--- src/rtl/lifo_tb_pkg.sv ---
// Shared types and constants for the LIFO burst initiator/checker.
package lifo_tb_pkg;

  localparam int unsigned DATA_W = 8;
  localparam int unsigned ADDR_W = 4;
  localparam int unsigned DEPTH  = 16;

  typedef enum logic [1:0] {
    IDLE,
    SEND,
    HOLD,
    RECV
  } state_e;

  localparam logic [1:0] ERR_OK       = 2'b00;
  localparam logic [1:0] ERR_MISMATCH = 2'b01;
  localparam logic [1:0] ERR_TIMEOUT  = 2'b10;
  localparam logic [1:0] ERR_OVERRUN  = 2'b11;

  function automatic logic [ADDR_W-1:0] sat_inc(input logic [ADDR_W-1:0] v);
    return (v == '1) ? v : v + ADDR_W'(1);
  endfunction

endpackage

--- src/rtl/lifo_tb_buf.sv ---
// Host-loaded transmit byte store: one write port, two asynchronous read ports.
module lifo_tb_buf
  import lifo_tb_pkg::*;
(
  input  logic              clk_i,
  input  logic              we_i,
  input  logic [ADDR_W-1:0] waddr_i,
  input  logic [DATA_W-1:0] wdata_i,
  input  logic [ADDR_W-1:0] raddr_a_i,
  output logic [DATA_W-1:0] rdata_a_o,
  input  logic [ADDR_W-1:0] raddr_b_i,
  output logic [DATA_W-1:0] rdata_b_o
);

  logic [DATA_W-1:0] mem_q [DEPTH];

  always_ff @(posedge clk_i) begin
    if (we_i) begin
      mem_q[waddr_i] <= wdata_i;
    end
  end

  assign rdata_a_o = mem_q[raddr_a_i];
  assign rdata_b_o = mem_q[raddr_b_i];

endmodule

--- src/rtl/lifo_burst_tester.sv ---
// Sends a host-loaded burst into the LIFO, holds busy, then checks the stream comes back reversed.
module lifo_burst_tester
  import lifo_tb_pkg::*;
#(
  parameter int unsigned MAX_LEN   = 15,
  parameter int unsigned BUSY_HOLD = 4,
  parameter int unsigned TIMEOUT   = 64
) (
  input  logic              clk,
  input  logic              reset,
  input  logic              load_en,
  input  logic [ADDR_W-1:0] load_addr,
  input  logic [DATA_W-1:0] load_data,
  input  logic              start,
  input  logic [ADDR_W-1:0] len,
  output logic              tx_valid,
  output logic [DATA_W-1:0] tx_data,
  output logic              busy_out,
  input  logic              rx_valid,
  input  logic [DATA_W-1:0] rx_data,
  output logic              done,
  output logic              err,
  output logic [1:0]        err_code,
  output logic [ADDR_W-1:0] mis_cnt
);

  localparam int unsigned TMR_W  = $clog2(TIMEOUT + 1);
  localparam int unsigned HOLD_W = $clog2(BUSY_HOLD + 1);
  localparam logic [ADDR_W-1:0] MAX_LEN_A = ADDR_W'(MAX_LEN);
  localparam logic [HOLD_W-1:0] HOLD_LAST = HOLD_W'(BUSY_HOLD - 1);
  localparam logic [TMR_W-1:0]  TMR_LAST  = TMR_W'(TIMEOUT - 1);

  state_e              state_q, state_d;
  logic [ADDR_W-1:0]   len_q, len_d;
  logic [ADDR_W-1:0]   tx_cnt_q, tx_cnt_d;
  logic [HOLD_W-1:0]   hold_q, hold_d;
  logic [ADDR_W-1:0]   rx_idx_q, rx_idx_d;
  logic [TMR_W-1:0]    tmr_q, tmr_d;
  logic                done_q, done_d;
  logic                err_q, err_d;
  logic [1:0]          code_q, code_d;
  logic [ADDR_W-1:0]   mis_q, mis_d;

  logic                buf_we;
  logic [DATA_W-1:0]   tx_rdata;
  logic [DATA_W-1:0]   rx_rdata;

  assign buf_we = (state_q == IDLE) && load_en && (load_addr < MAX_LEN_A);

  lifo_tb_buf u_buf (
    .clk_i     (clk),
    .we_i      (buf_we),
    .waddr_i   (load_addr),
    .wdata_i   (load_data),
    .raddr_a_i (tx_cnt_q),
    .rdata_a_o (tx_rdata),
    .raddr_b_i (rx_idx_q),
    .rdata_b_o (rx_rdata)
  );

  always_comb begin
    state_d  = state_q;
    len_d    = len_q;
    tx_cnt_d = tx_cnt_q;
    hold_d   = hold_q;
    rx_idx_d = rx_idx_q;
    tmr_d    = tmr_q;
    done_d   = 1'b0;
    err_d    = err_q;
    code_d   = code_q;
    mis_d    = mis_q;

    unique case (state_q)
      IDLE: begin
        if (start) begin
          if ((len == '0) || (len > MAX_LEN_A)) begin
            done_d = 1'b1;
            if (!err_q) begin
              err_d  = 1'b1;
              code_d = ERR_OVERRUN;
            end
          end else begin
            len_d    = len;
            err_d    = 1'b0;
            code_d   = ERR_OK;
            mis_d    = '0;
            tx_cnt_d = '0;
            state_d  = SEND;
          end
        end
        // Overrun is judged against the error state after any accepted start has cleared it.
        if (rx_valid && !err_d) begin
          err_d  = 1'b1;
          code_d = ERR_OVERRUN;
        end
      end

      SEND: begin
        tx_cnt_d = tx_cnt_q + ADDR_W'(1);
        if (tx_cnt_q == len_q - ADDR_W'(1)) begin
          hold_d  = '0;
          state_d = HOLD;
        end
      end

      HOLD: begin
        hold_d = hold_q + HOLD_W'(1);
        if (hold_q == HOLD_LAST) begin
          rx_idx_d = len_q - ADDR_W'(1);
          tmr_d    = '0;
          state_d  = RECV;
        end
      end

      RECV: begin
        if (rx_valid) begin
          if (rx_data != rx_rdata) begin
            mis_d = sat_inc(mis_q);
            if (!err_q) begin
              err_d  = 1'b1;
              code_d = ERR_MISMATCH;
            end
          end
          rx_idx_d = rx_idx_q - ADDR_W'(1);
          tmr_d    = '0;
          if (rx_idx_q == '0) begin
            done_d  = 1'b1;
            state_d = IDLE;
          end
        end else begin
          tmr_d = tmr_q + TMR_W'(1);
          if (tmr_q == TMR_LAST) begin
            if (!err_q) begin
              err_d  = 1'b1;
              code_d = ERR_TIMEOUT;
            end
            done_d  = 1'b1;
            state_d = IDLE;
          end
        end
      end

      default: state_d = IDLE;
    endcase
  end

  always_ff @(posedge clk) begin
    if (reset) begin
      state_q  <= IDLE;
      len_q    <= '0;
      tx_cnt_q <= '0;
      hold_q   <= '0;
      rx_idx_q <= '0;
      tmr_q    <= '0;
      done_q   <= 1'b0;
      err_q    <= 1'b0;
      code_q   <= ERR_OK;
      mis_q    <= '0;
    end else begin
      state_q  <= state_d;
      len_q    <= len_d;
      tx_cnt_q <= tx_cnt_d;
      hold_q   <= hold_d;
      rx_idx_q <= rx_idx_d;
      tmr_q    <= tmr_d;
      done_q   <= done_d;
      err_q    <= err_d;
      code_q   <= code_d;
      mis_q    <= mis_d;
    end
  end

  assign tx_valid = (state_q == SEND);
  assign tx_data  = tx_valid ? tx_rdata : '0;
  assign busy_out = (state_q != RECV);
  assign done     = done_q;
  assign err      = err_q;
  assign err_code = code_q;
  assign mis_cnt  = mis_q;

endmodule
--- config.mk ---
export PLATFORM = sky130hd
export DESIGN_NAME = lifo_burst_tester
export DESIGN_NICKNAME = d
export VERILOG_FILES = /design/src/rtl/lifo_tb_pkg.sv /design/src/rtl/lifo_tb_buf.sv /design/src/rtl/lifo_burst_tester.sv
export SDC_FILE = /design/constraint.sdc
export NUM_CORES = 1
export LEC_CHECK = 0
export ABC_AREA = 1
export CORE_MARGIN = 3
export CORE_UTILIZATION = 60
export DETAILED_ROUTE_END_ITERATION = 8
export DONT_BUFFER_PORTS = 1
export PLACE_DENSITY = 0.84
export SLEW_MARGIN = 20
export SYNTH_ARGS = -nofsm -noshare
export SYNTH_HDL_FRONTEND = slang
export SYNTH_SLANG_ARGS = --single-unit
--- constraint.sdc ---
create_clock -name clk -period 2.8 [get_ports clk]
set_input_delay 0.84 -clock clk [delete_from_list [all_inputs] [get_ports clk]]
set_output_delay 0.84 -clock clk [all_outputs]
set_load 0.005 [all_outputs]
==> impl_summary.md, run 1 <==
Status
The flow ran to the end, and the final reports show no timing, DRC or antenna violations.

Routing
The final routed wirelength across all metal layers is 23800 um. Summing over every cut layer, the via total after detailed routing is 7540. The detailed router's first-iteration violation count is 1234. Wire segments on met2 add up to 10810 um in the final route. The met3 wire length is 3105 um. Dividing the detail-routed via count by the number of cells gives 6.226.

The average wire length per cell after detail routing is 19.65 um. Once detail routing completed, the nets flagged for antenna violations numbered 0. For this block, wires on met1 add up to 8743 um. The first-pass iteration count of the detailed router is 8. The highest metal layer with signal wires is met4. The remaining design rule violation count is 0.

CTS
The TritonCTS clock tree is built. In this run, post-CTS hold repair placed 0 buffers. The TritonCTS buffer count is 17.

The count of clock tree sinks is 168. Clock-pin slew was measured on the worst setup and hold paths at 0.06 ns. The latest clock arrival within the worst-skew pair is 0.44 ns.

The longest clock path from root to sink contains 2 buffers. The cell at the root of the clock tree is clkbuf_16. In this run the number of H-tree levels came out at 4.

Timing
For the final database, setup skew stands at 0.01216 ns. The actual transition at the worst max-transition pin is 0.7252 ns. The worst slack on hold paths is 0.4611 ns.

The number of failing setup endpoints in the final timing report is 0. Setup repair after global routing left no endpoint under its margin. The count of final hold-check violations is 0. The worst pin sits at a relative slew slack of 51.60%.

The period utilization is 96.55%. The highest achievable clock rate is 369.9 MHz. The number of pins exceeding their max-slew limit in the final report is 0. The time the worst path needs with I/O delays and setup is 2.704 ns. The final-layout setup total negative slack is 0 ns.

Critical path
Data on the critical path is required at its endpoint by 1.96 ns. The number of cells on the worst reg-to-reg path is 17. The critical path goes through buf_12, a21oi_1, o21ai_0, nand3_1, nand3_1, a21oi_1, buf_4.

STA classifies the critical path startpoint as a flop. The worst register-to-register path ends at mis_cnt[0]. The signal arrival time at the worst endpoint is 1.86 ns. The critical path crosses 7 cells after its start point.

Following the worst setup path forward leads to its endpoint at tx_data[1]. The endpoint type of the worst setup path is an output port. On the critical path the largest part of the delay comes from compound AO/OA/AOI/OAI gates.

Together, buffers and inverters on the worst path number 2. The slack of the worst reg-to-reg path is 0.39 ns. In this design, the stage delay of the slowest critical-path cell is 0.39 ns. Along the worst path, the maximum fanout reaches 50. The cell with the largest stage delay on the worst path is dfxtp_4. The setup path with the least slack is of type flop to output port.

Synthesis
The simple logic cell fraction of the synthesized area is 21.62%. In the synthesized netlist, mux cells make up 0% of the area. After synthesis, the most frequently instantiated cells are 176 x nand2_1, 133 x nand3_1, 128 x edfxtp_1.

The mapped netlist covers 8653 um^2. Of all flip-flops after synthesis, the portion carrying an async set or reset was 0%. The fraction of synthesized cell area in xor and xnor cells is 0.6073%. The area fraction in compound gates after synthesis is 13.59%. The most frequently used cell type in the post-synthesis netlist is nand2_1. The primary flip-flop cell chosen by synthesis mapping is edfxtp_1.

The synthesis warning total is 0. After synthesis, the cell types taking the most area are edfxtp_1 44%, dfxtp_1 9.3%, nand3_1 7.7%, nand2_1 7.6%, inv_1 5.4%. After synthesis, the largest family of logic cells by area is simple AND/OR/NAND/NOR gates. The most area-hungry cell type in the Yosys netlist is edfxtp_1. The synthesized flop and latch total is 168. The distinct cell type count of the synthesized netlist is 39. The count of flip-flops with a built-in enable after synthesis is 128. The cell count after synthesis is 1007. The average cell area after synthesis is 8.593 um^2. Summing the sequential cell areas from Yosys gives 53.67% of the chip area. The synthesized design devotes to its leading area cell type 44.42% of total area. The post-synthesis adder-cell area fraction is 1.735%.

Placed design
After detailed placement, the design holds a cell count of 1175. In this run the cell area measured after placement is 8937 um^2. During placement, the flow inserted port buffers numbering 0. The global placement routability congestion is 0.8811. The half-perimeter wire length after detailed placement is 14780 um.

Die
The cell row count is 43. In this run the standard cell core region covers 13990 um^2. The die covers 15900 um^2. The height of the die is 126.1 um.

The count of pins on the block boundary is 47. The die width is 126.1 um. Once the floorplan was initialized, standard cells occupied 61.86% of the core.

Cells and area
Excluding fillers, the count of instances in the completed layout stands at 1211. In the final layout, the share of cells above drive strength 1 is 8.826%. The final instance area is 9615 um^2. The net count reported at finish is 1060. The layout-stage area growth over the synthesis result is 11.12%.

The count of inserted antenna diode cells is 0.

Worst hold path
The startpoint identified for the worst hold timing path is hold_q[1]. Counting instances, the worst hold path has a depth of 2. In this run the worst hold path is classified as flop to flop.

Pwr
The worst-case IR drop observed on VDD is 0.0005814 V. The overall power of the completed layout is 8.386 mW. Dividing total power by cell area gives a power density of 872.2 nW/um^2. The leakage power figure is 3.738 nW.

Global routing
The initial antenna violation count is 0. Global routing consumed, over all layers together, 30.17% of the routing resources. The number of global-route vias before repair is 6890. The maximum number of pins on one net before global-route repair is 74.

The first global-routing pass estimated 36940 um of wire. Summed over all layers, the global routing overflow is 0.

Job
The number of violations of the max-capacitance limit is 0.
## how the worst min path moves through the flow
stage	end	slack, ns
after floorplan	hold_q[1]	0.44
after global placement	hold_q[1]	0.45
after detailed placement	hold_q[1]	0.46
after CTS	err_code[0]	0.46
after global routing	err_code[0]	0.45
final	hold_q[1]	0.46
## worst min-delay path, cell delays in order, from the launching register on
cell and delay (ns):
dfxtp_1 0.31, nand2_1 0.06, a21oi_1 0.05
## repair_timing
| action | CTS | global route |
|---|---|---|
| setup endpoints to repair | 3 | 8 |
| cloned | 0 | 1 |
| gates resized for setup | 1 | 13 |
| buffers inserted | 0 | 4 |
## placed cells by master, fill, tap and decap left out, types with 4 or more instances in the layout
master / Yosys / routed
nor2_1: 70 / 70
buf_4: 8 / 34
or2_2: 10 / 10
nand3b_1: 4 / 4
nand3_1: 133 / 133
dfxtp_1: 40 / 37
o21ai_1: 2 / 4
nand4_1: 6 / 6
conb_1: 1 / 8
clkbuf_16: 0 / 17
buf_12: 0 / 5
or2_1: 5 / 5
inv_1: 124 / 123
nor3_1: 9 / 9
o211ai_1: 26 / 26
nand2_1: 176 / 176
edfxtp_1: 128 / 128
bufinv_16: 0 / 4
o21ai_0: 91 / 89
ha_1: 12 / 11
a21oi_1: 86 / 84
## sequential cells by signal (all words and copies together) (netlist names), named ones only
name and count:
tmr_q 7, err 1, rx_idx_q 4, len_q 4, u_buf.mem_q 128, hold_q 3, state_q 2, err_code 2
mis_cnt 4, done 1, tx_cnt_q 4
## report_power, final
group          switching (mW)  leakage, nW  internal, mW
sequential              0.153         1.49          2.88
combinational            1.95         1.96         0.961
clock                   0.960        0.293          1.48
## area by class of cell
type / instances / area, um^2
clock buffers: 18 / 429.2
clock inverters: 13 / 178.9
fillers: 1048 / 4373
inverters: 126 / 476.7
multi-input cells: 666 / 3289
flip-flops and latches: 168 / 4653
well taps: 180 / 225.2
repair buffers: 39 / 355.3
repair inverters: 1 / 7.507
## kinds of logic after synthesis
kind of cell,count (synthesis)
AOI/OAI and AO/OA,217
xor gates and xnor gates,6
adders and majority gates,12
buffers and inverters,180
DFF,168
other,1
and+or+nand+nor,423
## metrics by stage
stage | utilization [%] | worst slack (ns)
after floorplan | - | 0.4357
after global placement | 63.89 | 0.4922
after detailed placement | 63.89 | 0.4314
after CTS | 68.26 | -0.04630
after global routing | 68.74 | 0.001617
final | 68.74 | 0.09646
## per-layer routing
metal  global-route usage, %  vias to the layer above
met3                   9.542                       92
li1                        -                     3440
met2                   45.60                      549
met1                   39.69                     3459
met4                   14.64                        0
met5                       0                        -
Power figures use the tool's default switching activity.
==> inputs of run 2 (changes only) <==
--- a/config.mk
+++ b/config.mk
@@ -6,10 +6,11 @@
 export NUM_CORES = 1
 export LEC_CHECK = 0
 export ABC_AREA = 1
-export CORE_MARGIN = 3
 export CORE_UTILIZATION = 60
+export CTS_CLUSTER_SIZE = 20
 export DETAILED_ROUTE_END_ITERATION = 8
 export DONT_BUFFER_PORTS = 1
+export GPL_ROUTABILITY_DRIVEN = 0
 export PLACE_DENSITY = 0.84
 export SLEW_MARGIN = 20
 export SYNTH_ARGS = -nofsm -noshare
==> impl_summary.md, run 2 (synthesis results as in run 1) <==
Timing
The setup clock skew after layout is 0.008753 ns (-0.003410 ns). The highest achievable clock rate was 358.5 MHz (-3.1%). The count of final hold-check violations came to 0 (unchanged). The number of pins exceeding their max-slew limit in the final report is 0 (unchanged). The worst relative slew slack is 52.77% (+1.2 points). The worst slack on hold paths is 0.4601 ns (-0.0009300 ns).

The time the worst path needs with I/O delays and setup is 2.789 ns (+0.08582 ns). The actual transition at the worst max-transition pin came to 0.7077 ns (-0.01753 ns). The number of failing setup endpoints in the final timing report came to 0 (unchanged). The final-layout setup total negative slack is 0 ns (unchanged). The period utilization came to 99.62% (+3.1 points).

Routing
The final routed wirelength across all metal layers came to 23240 um (-2.4%). The via density per instance is 6.129 (-1.6%). The remaining design rule violation count came to 0 (unchanged). The detailed router's first-iteration violation count is 1267 (+2.7%). The average wire length per cell after detail routing is 19.14 um (-2.6%). The total vias in the final route is 7440 (-1.3%). The residual antenna-violating net count after detailed routing is 0 (unchanged). The first-pass iteration count of the detailed router was 6 (-2).

CTS
The latest clock arrival within the worst-skew pair is 0.43 ns (about the same). The TritonCTS buffer count is 17 (unchanged). CTS placed an instance of clkbuf_16 at the clock tree root. The TritonCTS clock tree is built. The count of clock tree sinks was 168 (unchanged). The largest buffer count on any clock path is 2 (unchanged). The clock-pin slew of the registers on the worst-case setup and hold paths is 0.06 ns (about the same). The number of H-tree levels was 4 (unchanged).

Critical path
The startpoint of the most critical register-to-register path is len_q[0]. The critical path in this run is classified as flop to output port. The required time reported for the critical path endpoint is 1.96 ns (about the same).

The largest fanout on the critical path is 25 (-50%). The endpoint type of the worst setup path is an output port. The slack of the worst reg-to-reg path was 0.24 ns (-0.15 ns). The signal arrival time at the worst endpoint came to 1.95 ns (+0.09 ns).

The worst reg2reg path endpoint is hold_q[2]. The kind of launch point of the worst setup path is a flop. The length in cells of the worst reg-to-reg path is 11 (-6).

Die
The placeable core region is 13990 um^2 (unchanged). The count of pins on the block boundary is 47 (unchanged). The overall die area is 14910 um^2 (-6.2%). The effective utilization at floorplan came to 61.86% (unchanged). The height of the die is 122.1 um (-3.2%). The die width came to 122.1 um (-3.2%). The cell row count is 43 (unchanged).

Cells and area
The layout-stage area growth over the synthesis result was 11.18% (about the same). The library cell used most frequently in the layout, excluding fill and tap cells, is nand2_1. The number of flip-flops under the largest register name is 128 (unchanged). The final design utilization is 68.77% (about the same). The final standard cell count with taps included and fillers excluded is 1214 (+0.25%).

The largest register by flop count is u_buf.mem_q. The count of inserted antenna diode cells came to 0 (unchanged). The final instance area is 9620 um^2 (about the same). The net count reported at finish is 1062 (+0.19%). Leaving out fill and tap cells, the most frequent cells in the layout are 176 x nand2_1, 133 x nand3_1, 128 x edfxtp_1, 121 x inv_1, 91 x o21ai_0. The ratio of cells with drive above 1 in the final layout was 9.574% (+0.75 points).

The largest registers in the layout are u_buf.mem_q (128), tmr_q (7).

Pwr
The net switching power of the design is 3.046 mW (-0.71%). The leakage power figure is 3.732 nW (-0.16%). The cell internal power dissipation is 5.244 mW (-1.4%). The maximum vdd drop is 0.0005485 V (-5.6%). The switching power as a share of total power is 36.75% (+0.16 points). The share of power burned in the clock network is 28.4% (-0.7 points).

The combinational cell fraction of total power is 34.7% (about the same). The register share of total power is 36.9% (+0.8 points). The power density over cell area was 861.8 nW/um^2 (-1.2%).

Global routing
The total congestion overflow came to 0 (unchanged). The first-pass GRT wire length is 35660 um (-3.5%). The aggregate global-route resource usage was 32.71% (+2.5 points).

The initial antenna violation count is 0 (unchanged). The maximum number of pins on one net before global-route repair was 60 (-19%). The number of global-route vias before repair is 6701 (-2.7%).

Worst hold path
The number of stages on the worst hold path is 2 (unchanged). The startpoint identified for the worst hold timing path is hold_q[1]. The path type of the worst min-delay path is flop to flop. For hold timing, the worst endpoint is hold_q[1].

Job
The number of violations of the max-capacitance limit was 0 (unchanged).

Status
The flow ran to the end, and the final reports show no timing, DRC or antenna violations.

Placed design
The placed instance count came to 1174 (-0.085%). The half-perimeter wire length after detailed placement is 14840 um (+0.39%). The total placed instance area is 8920 um^2 (-0.20%).

The count of port buffers added during placement is 0 (unchanged).
run 2: cell types whose count changed in the layout (fill, tap and decap cells not counted), sizes merged:
cell / change
clkinv: -2
bufinv: -1
inv: -2
clkinvlp: +4
clkbuf: +2
buf: +2
run 2: worst max path at each step:
stage	slack [ns]	cells after the start	from	to
3_5_place_dp	0.43	11	len_q[0]	hold_q[2]
6_report	0.01	8	flop	tx_data[1]
3_3_place_gp	0.43	11	len_q[0]	hold_q[2]
4_1_cts	0.05	5	flop	tx_data[4]
2_1_floorplan	0.44	7	flop	tx_data[0]
5_1_grt	-0.08	8	flop	tx_data[1]
run 2: critical path, cell delays in order, from the launching register on:
cell and delay (ns):
dfxtp_4 0.39, clkinvlp_4 0.15, buf_12 0.19, a21oi_1 0.17
o21ai_0 0.11, nand3_1 0.07, nand3_1 0.09, a21oi_1 0.20
buf_4 0.16
run 2: repair_timing:
action,in CTS,in global routing
gates resized for setup,1,13
hold buffers,0,0
endpoints found under the setup margin,4,8
buffers inserted,0,7
cloned,0,1
pin swaps,0,0
run 2: power groups by stage:
stage | Combinational, mW | Sequential (mW) | Clock (mW)
4_1_cts | 2.73 | 3.06 | 2.38
5_1_grt | 3.18 | 3.09 | 2.47
3_5_place_dp | 2.69 | 3.11 | 0
6_report | 2.87 | 3.06 | 2.36
3_3_place_gp | 2.62 | 3.10 | 0
2_1_floorplan | 2.18 | 3.02 | 0
run 2: through the flow:
stage                     power, mW  setup slack (ns)
after detailed placement      5.801            0.4302
after floorplan               5.192            0.4357
after global placement        5.724            0.4317
final                         8.291           0.01065
after global routing          8.733          -0.07534
after CTS                     8.168           0.04894
run 2: per-layer routing:
metal / global-route usage (%) / vias up / part of all wire [%]
met2: 48.98 / 525 / 45
met5: 0 / - / 0
met3: 8.755 / 100 / 13
met1: 44.67 / 3368 / 38
met4: 14.48 / 0 / 4.0
li1: - / 3447 / -
run 2: final cells by class:
| type | instances | area (um^2) |
|---|---|---|
| multi-input combinational | 666 | 3297 |
| clock buffer | 20 | 436.7 |
| tap | 180 | 225.2 |
| inverter | 126 | 484.2 |
| clock inverter | 12 | 151.4 |
| fill | 1036 | 4368 |
| sequential | 168 | 4653 |
| timing repair inverter | 1 | 7.507 |
| timing repair buffer | 41 | 365.4 |
==> inputs of run 3 (changes only) <==
--- a/config.mk
+++ b/config.mk
@@ -11,6 +11,7 @@
 export DETAILED_ROUTE_END_ITERATION = 8
 export DONT_BUFFER_PORTS = 1
 export GPL_ROUTABILITY_DRIVEN = 0
+export GPL_TIMING_DRIVEN = 0
 export PLACE_DENSITY = 0.84
 export SLEW_MARGIN = 20
 export SYNTH_ARGS = -nofsm -noshare
==> impl_summary.md, run 3 (synthesis results as in run 1) <==
Placed design
The placed instance count is 1194 (+1.7%). The worst slack at placement is -0.3043 ns (-0.7344 ns). The count of port buffers added during placement is 0 (unchanged). The half-perimeter wire length after detailed placement is 17900 um (+21%).

Worst hold path
For hold timing, the worst endpoint is hold_q[2]. The worst hold path begins at hold_q[2]. The number of stages on the worst hold path came to 2 (unchanged).

The path type of the worst min-delay path is flop to flop.

Timing
The period utilization is 99.99% (+0.37 points). The worst setup margin came to 0.0001990 ns (-0.01045 ns). Setup repair after global routing left no endpoint under its margin.

The worst relative slew slack came to 23.39% (-29 points). The setup clock skew after layout came to 0.008038 ns (-0.0007155 ns). The number of pins exceeding their max-slew limit in the final report is 0 (unchanged). The number of failing setup endpoints in the final timing report is 0 (unchanged).

The final-layout setup total negative slack is 0 ns (unchanged). The count of final hold-check violations is 0 (unchanged). The time the worst path needs with I/O delays and setup is 2.800 ns (+0.01045 ns). The actual transition at the worst max-transition pin is 1.145 ns (+0.4373 ns). The highest achievable clock rate is 357.2 MHz (-0.37%). The worst slack on hold paths was 0.4694 ns (+0.009280 ns).

Critical path
The startpoint of the most critical register-to-register path is state_q[0]. The slowest stage of the critical path belongs to the cell dfxtp_4. The instance count on the critical path is 6 (-2). Broken down by cell family, the worst path's largest delay share belongs to compound AO/OA/AOI/OAI gates. The signal on the critical path passes through clkbuf_4, buf_6, o21ai_0, nand3_1, o211ai_1, a21oi_2.

The worst reg2reg path endpoint is u_buf.mem_q[14][3]. The buffer and inverter count on the worst path is 2 (-1). STA classifies the critical path endpoint as an output port.

The worst setup path is launched from a flop. The largest fanout on the critical path is 10 (-60%). The required time reported for the critical path endpoint came to 1.96 ns (about the same).

The length in cells of the worst reg-to-reg path is 6 (-5). The slack of the worst reg-to-reg path is 0.12 ns (-0.12 ns). The signal arrival time at the worst endpoint is 1.96 ns (about the same). The longest individual stage delay on the worst path is 0.40 ns (about the same). The type of the worst setup path is flop to output port.

CTS
The post-CTS setup buffer count is 0 (unchanged). The latest clock arrival within the worst-skew pair was 0.43 ns (about the same). The number of H-tree levels came to 4 (unchanged). The largest buffer count on any clock path is 2 (unchanged). TritonCTS built the clock tree.

The clock-pin slew of the registers on the worst-case setup and hold paths came to 0.06 ns (about the same). The TritonCTS buffer count is 17 (unchanged). CTS placed an instance of clkbuf_16 at the clock tree root.

The count of clock tree sinks is 168 (unchanged).

Global routing
The number of global-route vias before repair is 7225 (+7.8%). The maximum number of pins on one net before global-route repair is 17 (-72%). The first-pass GRT wire length is 39610 um (+11%).

The total congestion overflow is 0 (unchanged). The aggregate global-route resource usage is 36.95% (+4.2 points). The initial antenna violation count was 0 (unchanged).

Die
The cell row count is 43 (unchanged). The overall die area was 14910 um^2 (unchanged). The count of pins on the block boundary is 47 (unchanged). The height of the die is 122.1 um (unchanged).

The effective utilization at floorplan is 61.86% (unchanged). The placeable core region came to 13990 um^2 (unchanged). The die width came to 122.1 um (unchanged).

Pwr
The leakage power figure is 3.718 nW (-0.36%). The power density over cell area is 900.1 nW/um^2 (+4.4%). The maximum vdd drop is 0.0005196 V (-5.3%).

Routing
The residual antenna-violating net count after detailed routing is 0 (unchanged). The total vias in the final route is 7846 (+5.5%). The remaining design rule violation count came to 1 (+1).

The via density per instance is 6.410 (+4.6%). The detailed router's first-iteration violation count is 1751 (+38%). The average wire length per cell after detail routing is 21.76 um (+14%). The first-pass iteration count of the detailed router is 9 (+3). The final routed wirelength across all metal layers is 26640 um (+15%).

Cells and area
The largest registers in the layout are u_buf.mem_q (128), tmr_q (7). The ratio of cells with drive above 1 in the final layout is 9.195% (-0.38 points). The net count reported at finish is 1072 (+0.94%).

The final standard cell count with taps included and fillers excluded is 1224 (+0.82%). The count of inserted antenna diode cells is 0 (unchanged). The number of flip-flops under the largest register name is 128 (unchanged). The most frequent standard cell in the layout excluding fill and tap cells is nand2_1. The area growth from synthesis to layout is 10.47%.

The largest register by flop count is u_buf.mem_q. The top cell types in the final layout, fill and taps aside, are 176 x nand2_1, 132 x nand3_1, 128 x edfxtp_1, 124 x inv_1, 91 x o21ai_0.

Status
The flow ran to the end, but the final reports show violations. The final reports fail on design-rule violations.

Job
The number of violations of the max-capacitance limit is 0 (unchanged).
## run 3: tightest hold or removal path, delay by kind of cell (launching register included)
| kind | cells | cell delay (ns) |
|---|---|---|
| simple gates | 1 | 0.06 |
| compound gates | 1 | 0.05 |
| flops | 1 | 0.31 |
## run 3: final cells by class
| cell class | count | area (um^2) |
|---|---|---|
| inverters | 126 | 473.0 |
| multi-input cells | 666 | 3311 |
| well taps | 180 | 225.2 |
| plain buffers | 52 | 312.8 |
| fillers | 1077 | 4429 |
| clock buffers | 17 | 425.4 |
| flip-flops and latches | 168 | 4652 |
| clock inverters | 15 | 160.2 |
## run 3: per-stage QoR
stage	power [mW]	instance area, um^2	utilization, %
final	8.604	9559	68.34
after global routing	8.920	9559	68.34
after CTS	8.368	9523	68.08
after detailed placement	6.017	8905	63.66
after global placement	5.949	8905	63.66
after floorplan	5.192	8680	-
## run 3: worst max-delay path by stage
| stage | end | slack, ns |
|---|---|---|
| final | tx_data[5] | 0.0002 |
| after global routing | tx_data[7] | 0.001 |
| after CTS | tx_data[5] | -0.03 |
| after detailed placement | tx_data[5] | -0.30 |
| after global placement | tx_data[5] | -0.29 |
| after floorplan | tx_data[0] | 0.44 |
## run 3: what timing repair did
item	in CTS	in global routing
pin swaps	0	2
resized for setup	22	27
endpoints found under the setup margin	8	8
hold endpoints to repair	0	0
hold buffers	0	0
cloned	0	0
## run 3: power breakdown
group / switching, mW / leakage (nW) / internal (mW)
Clock: 0.965 / 0.280 / 1.39
Sequential: 0.134 / 1.49 / 2.87
Combinational: 2.24 / 1.95 / 1.00
Total: 3.34 / 3.72 / 5.26
## run 3: metal layers
layer / track usage, % / share of wire, %
met4: 21.34 / 6.4
met2: 51.66 / 40
met3: 14.61 / 17
met5: 0 / 0
met1: 48.51 / 36
